File: src/rtl/bin_to_bcd_seq_pkg.sv
// Shared definitions for the sequential binary-to-BCD converter:
// default operand/result sizes and the FSM state encodings.
package bin_to_bcd_seq_pkg;

  localparam int unsigned DEF_WIDTH  = 17;
  localparam int unsigned DEF_DIGITS = 6;

  typedef logic [1:0] state_t;

  localparam state_t ST_IDLE  = 2'd0;
  localparam state_t ST_SHIFT = 2'd1;
  localparam state_t ST_DONE  = 2'd2;

endpackage

File: src/rtl/bin_to_bcd_seq_digit_adj.sv
// Double-dabble correction for one BCD digit: add 3 when the digit is 5 or more,
// so that the following left shift carries correctly into the next digit.
module bcd_digit_adj (
  input  logic [3:0] digit_in,
  output logic [3:0] digit_out
);

  // Add-3 correction ahead of the shift
  always_comb begin
    digit_out = (digit_in >= 4'd5) ? digit_in + 4'd3 : digit_in;
  end

endmodule

File: src/rtl/bin_to_bcd_seq.sv
// Sequential shift-and-add-3 binary-to-BCD converter. One operand bit is
// shifted into the BCD scratch register per clock; the result and its count
// of significant digits are registered on the final shift and held until the
// next conversion completes.
module bin_to_bcd_seq
  import bin_to_bcd_seq_pkg::*;
#(
  parameter int unsigned WIDTH  = DEF_WIDTH,
  parameter int unsigned DIGITS = DEF_DIGITS
) (
  input  logic                  CLOCK_50,
  input  logic                  reset,
  input  logic                  start,
  input  logic [WIDTH-1:0]      bin_in,
  output logic                  busy,
  output logic                  done,
  output logic [DIGITS*4-1:0]   bcd_out,
  output logic [2:0]            ndigits
);

  localparam int unsigned CNT_W = $clog2(WIDTH + 1);
  localparam int unsigned SW    = DIGITS * 4;

  state_t             state;
  logic [CNT_W-1:0]   cnt;
  logic [SW-1:0]      scratch;
  logic [SW-1:0]      scratch_adj;
  logic [SW-1:0]      scratch_nxt;
  logic [WIDTH-1:0]   operand;
  logic [2:0]         nd_nxt;
  logic               last_shift;

  for (genvar g = 0; g < DIGITS; g++) begin : g_adj
    bcd_digit_adj u_adj (
      .digit_in  (scratch[g*4 +: 4]),
      .digit_out (scratch_adj[g*4 +: 4])
    );
  end

  // Next scratch value and end-of-conversion detection
  always_comb begin
    scratch_nxt = {scratch_adj[SW-2:0], operand[WIDTH-1]};
    last_shift  = (cnt == CNT_W'(WIDTH - 1));
  end

  // Significant-digit count of the value about to be loaded (zero reports 1)
  always_comb begin
    nd_nxt = 3'd1;
    for (int unsigned i = 1; i < DIGITS; i++) begin
      if (scratch_nxt[i*4 +: 4] != 4'd0) nd_nxt = 3'(i + 1);
    end
  end

  // Status outputs decoded from state only, so start never reaches them combinationally
  always_comb begin
    busy = (state != ST_IDLE);
    done = (state == ST_DONE);
  end

  // Conversion FSM, datapath and result registers
  always_ff @(posedge CLOCK_50 or posedge reset) begin
    if (reset) begin
      state   <= ST_IDLE;
      cnt     <= '0;
      scratch <= '0;
      operand <= '0;
      bcd_out <= '0;
      ndigits <= 3'd1;
    end else begin
      case (state)
        ST_IDLE: begin
          if (start) begin
            operand <= bin_in;
            scratch <= '0;
            cnt     <= '0;
            state   <= ST_SHIFT;
          end
        end
        ST_SHIFT: begin
          scratch <= scratch_nxt;
          operand <= {operand[WIDTH-2:0], 1'b0};
          cnt     <= cnt + CNT_W'(1);
          if (last_shift) begin
            bcd_out <= scratch_nxt;
            ndigits <= nd_nxt;
            state   <= ST_DONE;
          end
        end
        ST_DONE: begin
          state <= ST_IDLE;
        end
        default: begin
          state <= ST_IDLE;
        end
      endcase
    end
  end

endmodule

File: config.mk
export PLATFORM = sky130hd
export DESIGN_NAME = bin_to_bcd_seq
export DESIGN_NICKNAME = d
export VERILOG_FILES = /design/src/rtl/bin_to_bcd_seq_pkg.sv /design/src/rtl/bin_to_bcd_seq_digit_adj.sv /design/src/rtl/bin_to_bcd_seq.sv
export SDC_FILE = /design/constraint.sdc
export NUM_CORES = 1
export LEC_CHECK = 0
export ABC_AREA = 1
export ABC_CLOCK_PERIOD_IN_PS = 2750
export CORE_UTILIZATION = 55
export CTS_CLUSTER_SIZE = 10
export DETAILED_ROUTE_END_ITERATION = 8
export PLACE_DENSITY = 0.85
export SLEW_MARGIN = 40
export SYNTH_ARGS = -nofsm -noshare
export SYNTH_HDL_FRONTEND = slang
export SYNTH_SLANG_ARGS = --single-unit
File: constraint.sdc
create_clock -name CLOCK_50 -period 2.75 [get_ports CLOCK_50]
set_input_delay 0.55 -clock CLOCK_50 [delete_from_list [all_inputs] [get_ports CLOCK_50]]
set_output_delay 0.55 -clock CLOCK_50 [all_outputs]
set_load 0.02 [all_outputs]
==> results.yml <==
sta:
  max_freq_mhz: 480.1
  rsz0062_at_grt: "no"
  finalCritPeriodShare_pct: 75.74
  slew_violations: 0
  hold_viol_final: 0
  tns_ns: 0
  worst_pin_slew_ns: 0.6729
  fin_crit_ns: 2.083
  fin_worst_skew_ns: 0.004456
  finalSetupViolations: 0
  relSlewSlack_pct: 55.08
final_layout:
  diodes: 0
  area_growth_pct: 20.42
  nets: 524
  layout-drive-gt1-share_pct: 6.263
  fillers: 499
floorplan:
  die_h_um: 84.10
  start_util_pct: 57.72
  core_sq_um: 6422
  fp.dieW_um: 84.10
  ioPinCount: 49
  core.rowCount: 29
  die_area_sq_um: 7073
clocking:
  worstSkewPairLatency_ns: 0.35
  cts_tree: "done"
  cts_resized: 0
  ctsLongestPathBuffers: 2
  cts_setup_buffers: 0
  cts.sinks: 75
  cts_htree_levels: 3
  path_clk_slew_ns: 0.08
  cts_root_buf: "clkbuf_8"
  cts_made_buffers: 9
  ctsHoldBuffers: 0
critical_path:
  r2r_end: "ndigits[1]"
  r2r_cells: 7
  reg2reg_from: "cnt[0]"
  cp_data_arrival_time_ns: 1.53
  r2r_setup_slack_ns: 0.86
  cp_max_fo: 3
  endpoint_kind: "output port"
  critPathKind: "reg -> out"
  setup.worst_path.start_class: "register"
  cp.required_ns: 2.20
global_route:
  use_met1_pct: 32.76
  grt_pass1_vias: 3077
  grt_max_degree: 76
  use_met2_pct: 37.78
  grt_pass1_wl_mm: 13.66
  grt_antenna_before_repair: 0
  gr-total-overflow: 0
  grt_usage_pct: 24.37
  grt-busiest-layer: "met2"
  met3_usage_pct: 5.341
outcome:
  status: "finished, violations left"
  violations: "DRC"
routing:
  routed_wl_mm: 7.650
  vias: 3133
  antenna_left: 0
  dr.pass1.iters: 7
  viasPerCell: 5.477
  drt-initial-drc-count: 227
  wl_per_cell_um: 13.37
  drc: 6
yosys:
  synth_common_cells: "110 x nand2_1, 74 x dfrtp_1, 69 x inv_1"
  async_flop_share_pct: 100.0
  synthDistinctLibCells: 28
  synth_top_cell_area_share_pct: 49.95
  yosysMostFrequentCell: "nand2_1"
  synth_seq_cells: 75
  syn_area_sq_um: 3707
  yosys_warnings: 0
  seq_area_frac_synth_pct: 50.66
  synth-edff-count: 0
  synth_largest_area_cell: "dfrtp_1"
  synth_cells: 442
  synth_fp_nets: 476
  avgSynthCellArea_sq_um: 8.388
  synth_ff_type: "dfrtp_1"
  post_synth_main_area_contributors: "dfrtp_1 50%, nand2_1 11%, inv_1 7.0%, o21ai_0 5.4%, ha_1 4.7%"
min_path:
  whs_path_depth: 2
  worstHoldPathType: "reg -> reg"
  min-delay-start: "ndigits[0]"
  min_to: "ndigits[0]"
power:
  swShare_pct: 43.92
  p_int_mw: 3.262
  pwr_density_cell_nw_per_um2: 1303
  p_leak_nw: 2.209
  clkPwrFrac_pct: 15.3
  peakVddDrop_uv: 579.6
  power_frac_comb_pct: 51.7
  total_power_mw: 5.817
  seqPwrFrac_pct: 33.0
  p_switching_mw: 2.555
placement:
  dp_hpwl_mm: 5.348
  port_buffers: 48
  place.gp.congestion: 0.8632
flow_run:
  cap_viol_max_count: 0
-- registers in the layout, indices dropped and copies added (netlist names) --
signal	cells
operand	17
state	2
bcd_out	24
scratch	24
ndigits	3
cnt	5
-- cell families (layout without fill, tap and decap cells) --
group | Yosys count | count (layout) | share of synthesized area (%)
fa+ha+maj | 14 | 14 | 4.725
simple gates | 182 | 182 | 20.89
mux | 1 | 1 | 0.2700
buf+inv | 86 | 139 | 9.652
xor+xnor | 3 | 3 | 0.7089
compound gates | 81 | 81 | 13.09
flops | 75 | 75 | 50.66
-- power groups by stage --
stage	Sequential, mW	Combinational [mW]	Clock, mW
global route	1.98	3.41	0.950
detailed placement	1.93	2.98	0
global placement	1.91	2.84	0
CTS	1.92	3.00	0.906
floorplan	2.09	1.91	0
finish	1.92	3.01	0.889
-- through the flow --
step	util [%]	setup slack [ns]	cell area [sq um]	cells	hold slack [ns]
after global placement	66.20	0.7262	4252	556	0.4552
after CTS	69.51	0.6361	4464	572	0.4734
final	69.51	0.6672	4464	572	0.4728
after floorplan	-	0.2917	3707	442	0.4456
after detailed placement	66.20	0.6766	4252	556	0.4608
after global routing	69.51	0.5654	4464	572	0.5038
-- placed cells by master (no fill, tap or decap), types with 4 or more instances in the layout --
master	Yosys	layout
dfrtp_1	74	74
o211ai_1	4	4
clkdlybuf4s50_1	0	48
ha_1	14	14
nand3_1	35	35
clkbuf_8	0	12
nand2_1	110	110
nor2_1	20	20
o221ai_1	7	7
nand4_1	8	8
o21ai_0	40	40
inv_1	69	68
o22ai_1	25	25
-- worst max-delay path by stage --
| stage | from | cells past startpoint | slack [ns] | endpoint |
|---|---|---|---|---|
| finish | state[0] | 3 | 0.67 | busy |
| global route | state[0] | 3 | 0.57 | busy |
| CTS | state[0] | 3 | 0.64 | busy |
| detailed placement | start | 5 | 0.68 | operand[0] |
| global placement | start | 5 | 0.73 | operand[0] |
| floorplan | reset | 1 | 0.29 | bcd_out[0] |
-- routing by layer --
| metal | part of all wire, % | wire, um |
|---|---|---|
| met3 | 4.7 | 360 |
| met1 | 47 | 3561 |
| met2 | 47 | 3562 |
| met5 | 0 | 0 |
| met4 | 2.2 | 166 |
-- worst max-delay path: stages, from the launching register on --
cell and delay, ns:
dfrtp_1 0.41, nor2_2 0.17, inv_1 0.06, clkdlybuf4s50_1 0.53
-- cell type report --
cell class                 instances  area, sq um  area share [%]
tap                               77        96.34           2.158
sequential                        75         1878           42.07
multi-input combinational        281         1471           32.96
clock buffer                      12        165.2           3.700
clock inverter                     4        47.55           1.065
inverter                          70        262.8           5.886
timing repair buffer              53        543.0           12.16
No activity file was read; power rests on OpenSTA's default activity.
